<file path="config.mk">
export PLATFORM = sky130hd
export DESIGN_NAME = mcu_spi_tx
export DESIGN_NICKNAME = d
export VERILOG_FILES = /design/src/rtl/mcu_spi_tx_pkg.sv /design/src/rtl/mcu_spi_tx_fifo.sv /design/src/rtl/mcu_spi_tx.sv
export SDC_FILE = /design/constraint.sdc
export NUM_CORES = 1
export LEC_CHECK = 0
export BUFFER_PORTS_ARGS = -buffer_cell sky130_fd_sc_hd__buf_4
export CORE_MARGIN = 2
export CORE_UTILIZATION = 49
export CTS_CLUSTER_DIAMETER = 150
export DETAILED_ROUTE_END_ITERATION = 10
export GPL_TIMING_DRIVEN = 1
export PLACE_DENSITY = 0.78
export SYNTH_ARGS = -nofsm -noshare
export SYNTH_HDL_FRONTEND = slang
export SYNTH_SLANG_ARGS = --single-unit
</file>
<file path="constraint.sdc">
create_clock -name CLK -period 3 [get_ports CLK]
set_input_delay 0.45 -clock CLK [delete_from_list [all_inputs] [get_ports CLK]]
set_output_delay 0.45 -clock CLK [all_outputs]
set_load 0.02 [all_outputs]
</file>
<file path="src/rtl/mcu_spi_tx_pkg.sv">
// Shared definitions for the MCU SPI link (transmit side and mcu receive path).
//   SPI_FRAME_W        : bits per SPI transaction
//   IDLE_FRAME_DEFAULT : frame returned to the MCU when nothing is queued
//   CMD_*              : response command codes carried in frame byte 0
//   tx_state_t         : transmit FSM states
package mcu_spi_tx_pkg;

   localparam int SPI_FRAME_W = 24;

   localparam logic [SPI_FRAME_W-1:0] IDLE_FRAME_DEFAULT = 24'h000000;

   localparam logic [7:0] CMD_STATUS    = 8'h01;
   localparam logic [7:0] CMD_CART_SIZE = 8'h02;
   localparam logic [7:0] CMD_DEBUG     = 8'h03;

   typedef enum logic [1:0] {
      ST_IDLE  = 2'd0,
      ST_SHIFT = 2'd1,
      ST_DONE  = 2'd2
   } tx_state_t;

endpackage

</file>
<file path="src/rtl/mcu_spi_tx_fifo.sv">
// Synchronous response FIFO, one frame wide.
//   clk, srst      : clock, synchronous active-high reset
//   wr, wr_data    : push strobe and frame
//   rd             : pop strobe (only asserted by the caller when not empty)
//   rd_data        : current head frame (combinational read of a small array)
//   full, empty    : registered status
//   level          : registered entry count, one bit wider than the pointers
//   ovf            : 1-cycle pulse when a push was dropped
module mcu_spi_tx_fifo
   import mcu_spi_tx_pkg::*;
#(
   parameter int DEPTH = 4
) (
   input  logic                       clk,
   input  logic                       srst,
   input  logic                       wr,
   input  logic [SPI_FRAME_W-1:0]     wr_data,
   input  logic                       rd,
   output logic [SPI_FRAME_W-1:0]     rd_data,
   output logic                       full,
   output logic                       empty,
   output logic [$clog2(DEPTH):0]     level,
   output logic                       ovf
);

   localparam int PTR_W = $clog2(DEPTH);
   localparam int LVL_W = PTR_W + 1;

   logic [SPI_FRAME_W-1:0] mem [DEPTH];
   logic [PTR_W-1:0]       wr_ptr_reg;
   logic [PTR_W-1:0]       rd_ptr_reg;
   logic [LVL_W-1:0]       level_reg;
   logic [LVL_W-1:0]       level_next;
   logic                   full_reg;
   logic                   empty_reg;
   logic                   ovf_reg;
   logic                   push_ok;
   logic                   pop_ok;

   // A pop in the same cycle frees a slot, so a push into a full FIFO is accepted then.
   assign pop_ok     = rd && !empty_reg;
   assign push_ok    = wr && (!full_reg || pop_ok);
   assign level_next = level_reg + LVL_W'(push_ok) - LVL_W'(pop_ok);

   always_ff @(posedge clk) begin
      if (push_ok) begin
         mem[wr_ptr_reg] <= wr_data;
      end
   end

   always_ff @(posedge clk) begin
      if (srst) begin
         wr_ptr_reg <= '0;
         rd_ptr_reg <= '0;
         level_reg  <= '0;
         full_reg   <= 1'b0;
         empty_reg  <= 1'b1;
         ovf_reg    <= 1'b0;
      end else begin
         if (push_ok) begin
            wr_ptr_reg <= wr_ptr_reg + 1'b1;
         end
         if (pop_ok) begin
            rd_ptr_reg <= rd_ptr_reg + 1'b1;
         end
         level_reg <= level_next;
         full_reg  <= (level_next == LVL_W'(DEPTH));
         empty_reg <= (level_next == '0);
         ovf_reg   <= wr && !push_ok;
      end
   end

   assign rd_data = mem[rd_ptr_reg];
   assign full    = full_reg;
   assign empty   = empty_reg;
   assign level   = level_reg;
   assign ovf     = ovf_reg;

endmodule

</file>
<file path="src/rtl/mcu_spi_tx.sv">
// Transmit side of the MCU SPI link (SPI mode 0, MSB first, 24-bit frames).
//   CLK, RESET            : core clock, synchronous active-high reset
//   MCU_SCK, MCU_SS       : asynchronous SPI clock / active-low select, oversampled here
//   MCU_MISO              : serial data to the MCU
//   TX_CMD/ADDR/DATA, TX_WR : frame push interface
//   TX_FULL, TX_EMPTY, TX_LEVEL, TX_OVF : FIFO status
//   FRAME_DONE            : 1-cycle pulse when the 24th bit has been clocked
module mcu_spi_tx
   import mcu_spi_tx_pkg::*;
#(
   parameter int                     FIFO_DEPTH  = 4,
   parameter int                     SYNC_STAGES = 2,
   parameter logic [SPI_FRAME_W-1:0] IDLE_FRAME  = IDLE_FRAME_DEFAULT
) (
   input  logic                          CLK,
   input  logic                          RESET,
   input  logic                          MCU_SCK,
   input  logic                          MCU_SS,
   output logic                          MCU_MISO,
   input  logic [7:0]                    TX_CMD,
   input  logic [7:0]                    TX_ADDR,
   input  logic [7:0]                    TX_DATA,
   input  logic                          TX_WR,
   output logic                          TX_FULL,
   output logic                          TX_EMPTY,
   output logic [$clog2(FIFO_DEPTH):0]   TX_LEVEL,
   output logic                          TX_OVF,
   output logic                          FRAME_DONE
);

   logic [SYNC_STAGES-1:0] sck_sync_reg;
   logic [SYNC_STAGES-1:0] ss_sync_reg;
   logic                   sck_prev_reg;
   logic                   ss_prev_reg;
   logic                   sck_rise;
   logic                   sck_fall;
   logic                   ss_fall;
   logic                   ss_rise;

   tx_state_t              state_reg, state_next;
   logic [SPI_FRAME_W-1:0] shifter_reg, shifter_next;
   logic [4:0]             bitcnt_reg, bitcnt_next;
   logic                   from_fifo_reg, from_fifo_next;
   logic                   frame_done_reg, frame_done_next;
   logic                   pop;
   logic [SPI_FRAME_W-1:0] head;

   // Synchronizers idle at SCK=0 / SS=1 so reset never looks like an edge.
   always_ff @(posedge CLK) begin
      if (RESET) begin
         sck_sync_reg <= '0;
         ss_sync_reg  <= '1;
         sck_prev_reg <= 1'b0;
         ss_prev_reg  <= 1'b1;
      end else begin
         sck_sync_reg <= {sck_sync_reg[SYNC_STAGES-2:0], MCU_SCK};
         ss_sync_reg  <= {ss_sync_reg[SYNC_STAGES-2:0], MCU_SS};
         sck_prev_reg <= sck_sync_reg[SYNC_STAGES-1];
         ss_prev_reg  <= ss_sync_reg[SYNC_STAGES-1];
      end
   end

   assign sck_rise =  sck_sync_reg[SYNC_STAGES-1] && !sck_prev_reg;
   assign sck_fall = !sck_sync_reg[SYNC_STAGES-1] &&  sck_prev_reg;
   assign ss_fall  = !ss_sync_reg[SYNC_STAGES-1]  &&  ss_prev_reg;
   assign ss_rise  =  ss_sync_reg[SYNC_STAGES-1]  && !ss_prev_reg;

   mcu_spi_tx_fifo #(
      .DEPTH (FIFO_DEPTH)
   ) u_fifo (
      .clk     (CLK),
      .srst    (RESET),
      .wr      (TX_WR),
      .wr_data ({TX_CMD, TX_ADDR, TX_DATA}),
      .rd      (pop),
      .rd_data (head),
      .full    (TX_FULL),
      .empty   (TX_EMPTY),
      .level   (TX_LEVEL),
      .ovf     (TX_OVF)
   );

   always_ff @(posedge CLK) begin
      if (RESET) begin
         state_reg      <= ST_IDLE;
         shifter_reg    <= '0;
         bitcnt_reg     <= '0;
         from_fifo_reg  <= 1'b0;
         frame_done_reg <= 1'b0;
      end else begin
         state_reg      <= state_next;
         shifter_reg    <= shifter_next;
         bitcnt_reg     <= bitcnt_next;
         from_fifo_reg  <= from_fifo_next;
         frame_done_reg <= frame_done_next;
      end
   end

   // MISO is the shifter MSB; the shifter is cleared outside SHIFT so MISO idles low.
   always_comb begin
      state_next      = state_reg;
      shifter_next    = shifter_reg;
      bitcnt_next     = bitcnt_reg;
      from_fifo_next  = from_fifo_reg;
      frame_done_next = 1'b0;
      pop             = 1'b0;
      case (state_reg)
         ST_IDLE: begin
            shifter_next = '0;
            if (ss_fall) begin
               // Snapshot the head now; later pushes only touch the tail.
               shifter_next   = TX_EMPTY ? IDLE_FRAME : head;
               from_fifo_next = !TX_EMPTY;
               bitcnt_next    = '0;
               state_next     = ST_SHIFT;
            end
         end
         ST_SHIFT: begin
            if (ss_rise) begin
               // Aborted frame: head stays queued and is resent in full.
               shifter_next = '0;
               state_next   = ST_IDLE;
            end else if (sck_rise) begin
               bitcnt_next = bitcnt_reg + 5'd1;
               if (bitcnt_reg == 5'(SPI_FRAME_W - 1)) begin
                  frame_done_next = 1'b1;
                  pop             = from_fifo_reg;
                  shifter_next    = '0;
                  state_next      = ST_DONE;
               end
            end else if (sck_fall) begin
               shifter_next = {shifter_reg[SPI_FRAME_W-2:0], 1'b0};
            end
         end
         ST_DONE: begin
            shifter_next = '0;
            if (ss_rise) begin
               state_next = ST_IDLE;
            end
         end
         default: begin
            shifter_next = '0;
            state_next   = ST_IDLE;
         end
      endcase
   end

   assign MCU_MISO   = shifter_reg[SPI_FRAME_W-1];
   assign FRAME_DONE = frame_done_reg;

endmodule

</file>
### Word-level counts from Yosys, hierarchy flattened

Memories as Yosys holds them, arrays and structs flattened. A register that Yosys moved wholly into a read port is not among the register bits.
Cells that the tools add are included.

| cells by class | value |
|---|---|
| equality and inequality tests | 12 |
| add/subtract/negate cells | 5 |
| bitwise gates (word level) | 2 |
| mux-type cells | 26 |
| reductions and logical operators | 23 |

Operators with widths:

| cell | count |
|---|---|
| 2-to-1 mux 24 bit | 6 |
| one-hot mux 24 bit (2 select lines) | 1 |
| 2-to-1 mux 5 bit | 3 |
| 2-to-1 mux 2 bit | 7 |
| one-hot mux 5 bit (2 select lines) | 1 |
| != test 2 bit (second input constant) | 4 |
| != test 4 bit (second input constant) | 2 |
| AND reduction 4 bit | 2 |
| logical AND 1 bit | 7 |
| logical NOT 1 bit | 7 |
| 2-to-1 mux 1 bit | 7 |
| != test 3 bit (second input constant) | 2 |
| one-hot mux 2 bit (3 select lines) | 1 |
| adder 5 x 1 -> 5 bit (second input constant) | 1 |
| == test 5 bit (second input constant) | 1 |
| adder 2 x 1 -> 2 bit (second input constant) | 2 |
| AND reduction 2 bit | 2 |
| OR reduction 4 bit | 1 |
| adder 3 x 1 -> 3 bit | 1 |
| == test 3 bit (second input constant) | 1 |
| logical NOT 3 bit | 1 |
| subtractor 3 x 1 -> 3 bit | 1 |
| == test 2 x 1 -> 1 bit (second input constant) | 1 |
| == test 2 bit (second input constant) | 1 |
| 4 further kinds | 5 |

| word-level totals | value |
|---|---|
| register bits | 49 |
| output and inout bits | 8 |
| input port bits | 29 |
| memory bits (writable) | 96 |
| logic and storage cells | 84 |
| memories | 1 |

Memories:

| name | depth | bits a word | read ports | clocked after memory_dff | wr ports | RTL line | RTL |
|---|---|---|---|---|---|---|---|
| u_fifo.mem | 4 | 24 | 1 | 1 | 1 | mcu_spi_tx_fifo.sv:29 | `logic [SPI_FRAME_W-1:0] mem [DEPTH];` |

### Depth between registers and ports, before layout

| logic depth | value |
|---|---|
| depth in word-level cells | 11 |
| gate-level depth with buffers | 14 |
| gate-level depth less buffers | 13 |

### Cells and area by module

From an unflattened synthesis, not the netlist that was laid out.

| unflattened totals | value |
|---|---|
| cell total of the unflattened synthesis | 338 |
| area total of the unflattened synthesis | 5700.5 µm² |

Modules (own cells, without submodules):

| module | times used | area an instance (µm²) | cells an instance |
|---|---|---|---|
| mcu_spi_tx_fifo | 1 | 4047.6 | 179 |
| mcu_spi_tx | 1 | 1652.8 | 159 |

### Worst setup path before layout

No wires, ideal clock.

| path | value |
|---|---|
| path type | register to register |
| from | register bitcnt_reg[0] |
| to | register u_fifo.full_reg (netlist: u_fifo.full) |
| arrival time | 2491 ps |
| cell stages (with the launch flop) | 14 |
| slack | 394 ps |
| cell sequence | dfxtp_1 -> ha_1 -> and4b_4 -> nand2_4 -> nor3_1 -> ha_1 -> inv_1 -> ha_1 -> inv_1 -> fa_1 -> xor2_1 -> xnor2_1 -> nor2_1 -> and3_1 |

| on the way | value |
|---|---|
| word-level cells in the longest chain between the ends | 11 |

Ends and longest elaborated chain:

| item | RTL line | RTL |
|---|---|---|
| from (decl) | mcu_spi_tx.sv:42 | `logic [4:0] bitcnt_reg, bitcnt_next;` |
| from (signal assigned) | mcu_spi_tx.sv:93 | `bitcnt_reg <= bitcnt_next;` |
| == test 5 bit * | mcu_spi_tx.sv:125 | `if (bitcnt_reg == 5'(SPI_FRAME_W - 1)) begin` |
| 2-to-1 mux 1 bit * | mcu_spi_tx.sv:125 |  |
| 2-to-1 mux 1 bit * | mcu_spi_tx.sv:123 | `end else if (sck_rise) begin` |
| 2-to-1 mux 1 bit * | mcu_spi_tx.sv:119 | `if (ss_rise) begin` |
| 2-to-1 mux 1 bit * | mcu_spi_tx.sv:107 | `case (state_reg)` |
| logical AND 1 bit * | mcu_spi_tx_fifo.sv:41 | `assign pop_ok = rd && !empty_reg;` |
| named net u_fifo.pop_ok | mcu_spi_tx_fifo.sv:38 | `logic pop_ok;` |
| logical OR 1 bit | mcu_spi_tx_fifo.sv:42 | `assign push_ok = wr && (!full_reg \|\| pop_ok);` |
| logical AND 1 bit | mcu_spi_tx_fifo.sv:42 |  |
| adder 3 x 1 -> 3 bit | mcu_spi_tx_fifo.sv:43 | `assign level_next = level_reg + LVL_W'(push_ok) - LVL_W'(pop_ok);` |
| subtractor 3 x 1 -> 3 bit * | mcu_spi_tx_fifo.sv:43 |  |
| == test 3 bit * | mcu_spi_tx_fifo.sv:67 | `full_reg <= (level_next == LVL_W'(DEPTH));` |
| to (signal assigned) | mcu_spi_tx_fifo.sv:67 |  |
| to (decl) | mcu_spi_tx_fifo.sv:34 | `logic full_reg;` |

The timed path passes the listed nets; every way through them passes the cells marked *.
A chain may end at the register's enable or synchronous reset.

### Worst setup path after layout

Same ends and word-level chain as after synthesis.

==> flow_summary.json <==
{
  "drcViolationCount": 0,
  "max_stage_delay_ns": 0.37,
  "start_kind": "flop",
  "ys_types": 49,
  "maxCapViolations": 0,
  "synth.avg_cell_area_um2": 16.08,
  "holdPathEnd": "ss_sync_reg[0]",
  "overflow": 0,
  "nNetsFinal": 445,
  "syn_inst": 368,
  "min_path_cells": 2,
  "die_x_um": 113.9,
  "grt_pass1_wl_um": 17150,
  "synth-warning-count": 0,
  "num_io_pins": 37,
  "ys_ff_latch": 147,
  "wl_per_cell_um": 18.23,
  "track_usage_pct": 17.58,
  "rr_endpoint": "u_fifo.full",
  "critPathMaxFanout": 7,
  "fin_skew_ns": 0.008903,
  "fillers": 923,
  "initial_utilization_pct": 49.68,
  "antenna_found_initial": 0,
  "slew_viol_final": 0,
  "tightest_slew_ns": 0.7830,
  "syn_nets": 406,
  "relSlewSlack_pct": 47.80,
  "tns_ns": 0,
  "crit_required_ns": 3.31,
  "die-area_um2": 12970,
  "netlist.area_leader.share_pct": 48.71,
  "cts_setup_buffers": 0,
  "drt_first_pass_iters": 4,
  "reg2reg_depth": 13,
  "power_uw": 4704,
  "io_buffers": 36,
  "insertion_delay_ns": 0.42,
  "crit_chain": "ha_1 -> and4b_4 -> nand2_4 -> nor3_2 -> ha_1 -> inv_1 -> ha_1 -> inv_1 -> fa_1 -> xor2_1 -> xnor2_1 -> nor2_1 -> and3_1",
  "path_class": "flop to flop",
  "seqPwrFrac_pct": 49.7,
  "timing.rr.start": "bitcnt_reg[0]",
  "arrival_ns": 3.11,
  "grt_pass1_vias": 3340,
  "finalHoldViolCount": 0,
  "grt_max_degree": 53,
  "p_switching_uw": 1043,
  "endpoint_kind": "flop",
  "synth.area.top_cells": "edfxtp_1 49%, dfxtp_1 17%, mux4_2 8.4%, a311o_1 3.9%, nor4b_1 3.4%",
  "clock.fmax_mhz": 356.6,
  "p_clk_share_pct": 42.5,
  "p_int_uw": 3662,
  "crit_top_cell": "ha_1",
  "cts_buffers": 17,
  "status": "complete, no violations",
  "yosys-top-cells-count": "96 x edfxtp_1, 51 x dfxtp_1, 24 x and3_1",
  "viasPerCell": 5.726,
  "min_from": "MCU_SS",
  "dpl.hpwl_um": 6008,
  "vias": 3241,
  "p_leak_uw": 0.002439,
  "clock_sinks": 147,
  "syn-cell-area_um2": 5918,
  "ant_nets": 0,
  "cts_tree": "yes",
  "root_buffer": "clkbuf_16",
  "drt-total-wl_um": 10320,
  "ys.flop_type": "edfxtp_1",
  "swShare_pct": 22.16,
  "fp.dieH_um": 113.9,
  "finalCriticalPeriod_ns": 2.804,
  "powerDensity_nw_per_um2": 686.2,
  "max-clock-path-buffers": 2,
  "slowest_stage": "fa_1",
  "synth_edf_count": 96,
  "clk_pin_slew_ns": 0.06,
  "ir_drop_uv": 616.3,
  "gp_congestion": 0.7771,
  "setup_violations": 0,
  "hp-class": "input port to flop",
  "yosys.cell_count.top_type": "edfxtp_1",
  "fp.coreArea_um2": 11910,
  "seq_area_frac_synth_pct": 65.96,
  "htreeDepth": 4,
  "reg2reg_slack_ns": 0.20,
  "diodes": 0,
  "drive_gt1_share_pct": 26.73,
  "syn2layout_area_growth_pct": 15.84,
  "period_share_pct": 93.47,
  "num_rows": 40,
  "yosysTopAreaCell": "edfxtp_1",
  "largest_reg_flops": 96,
  "synthArstFlopShare_pct": 0,
  "drt_iter0_markers": 241,
  "combPwrFrac_pct": 7.7
}
final cells by class:
type	count	area (um2)	area share, %
clock inverter	13	132.6	1.935
sequential	147	3904	56.94
clock buffer	18	429.2	6.260
inverter	10	37.54	0.5475
tap	147	183.9	2.683
multi-input combinational	183	1808	26.37
timing repair buffer	48	360.3	5.256
kinds of logic after synthesis:
kind of cell / synth area share, %
AND/OR/NAND/NOR: 11.86
flip-flops: 65.96
multiplexers: 9.873
adder cells (fa/ha/maj): 2.030
AO/OA/AOI/OAI: 6.321
buffers and inverters: 3.658
XOR/XNOR: 0.2960
power groups by stage:
stage	logic [uW]	clock network [uW]	registers [uW]
after floorplan	206	0	2390
final	364	2000	2340
after detailed placement	370	0	2380
after CTS	372	2050	2340
after global placement	359	0	2370
after global routing	401	2140	2350
stage by stage:
| step | worst slack (ns) | hold WS (ns) | area (um2) | util (%) | instances |
|---|---|---|---|---|---|
| after floorplan | 0.3938 | 0.3895 | 5918 | - | 368 |
| after global placement | 0.2691 | 0.4062 | 6289 | 52.79 | 535 |
| after detailed placement | 0.1433 | 0.4008 | 6289 | 52.79 | 535 |
| after CTS | 0.1243 | 0.1978 | 6850 | 57.51 | 566 |
| after global routing | -0.01402 | 0.2083 | 6855 | 57.55 | 566 |
| final | 0.1959 | 0.2173 | 6855 | 57.55 | 566 |
cells in the final DEF (no fill, tap or decap), drive strengths merged, types with 4 or more instances in the layout:
| cell type | count |
|---|---|
| nor2b | 6 |
| nor3 | 7 |
| inv | 14 |
| dfxtp | 51 |
| clkbuf | 18 |
| nor2 | 9 |
| nor4b | 23 |
| ha | 8 |
| edfxtp | 96 |
| and3 | 24 |
| mux4 | 24 |
| buf | 48 |
| nand2 | 4 |
| a21oi | 7 |
| nand2b | 5 |
| a311o | 23 |
| or2 | 4 |
| clkinv | 6 |
| and2 | 4 |
worst max path at each step:
stage                  startpoint           to  slack (ns)  cells after the start
floorplan           bitcnt_reg[0]  u_fifo.full        0.39                     13
global placement    bitcnt_reg[0]  u_fifo.full        0.27                     13
detailed placement  bitcnt_reg[0]  u_fifo.full        0.14                     13
CTS                 bitcnt_reg[0]  u_fifo.full        0.12                     13
global route        bitcnt_reg[0]  u_fifo.full       -0.01                     13
finish              bitcnt_reg[0]  u_fifo.full        0.20                     13
per-layer routing:
| metal | up-vias | track usage (%) | part of all wire (%) |
|---|---|---|---|
| li1 | 1543 | - | - |
| met1 | 1619 | 22.59 | 45 |
| met2 | 75 | 27.07 | 50 |
| met3 | 4 | 6.854 | 4.7 |
| met4 | 0 | 6.992 | 0.61 |
| met5 | - | 0 | 0 |
critical path, delay by kind of cell, from the launching register on:
family	cells	cell delay, ns
adder cells (fa/ha/maj)	4	1.03
AND/OR/NAND/NOR	5	0.89
flip-flops	1	0.36
XOR/XNOR	2	0.30
buffers and inverters	2	0.11
timing repair:
action / 4_1_cts / 5_1_grt
resized for setup: 0 / 1
setup endpoints to repair: 0 / 1
hold buffers: 0 / 0
Power figures use the tool's default switching activity.
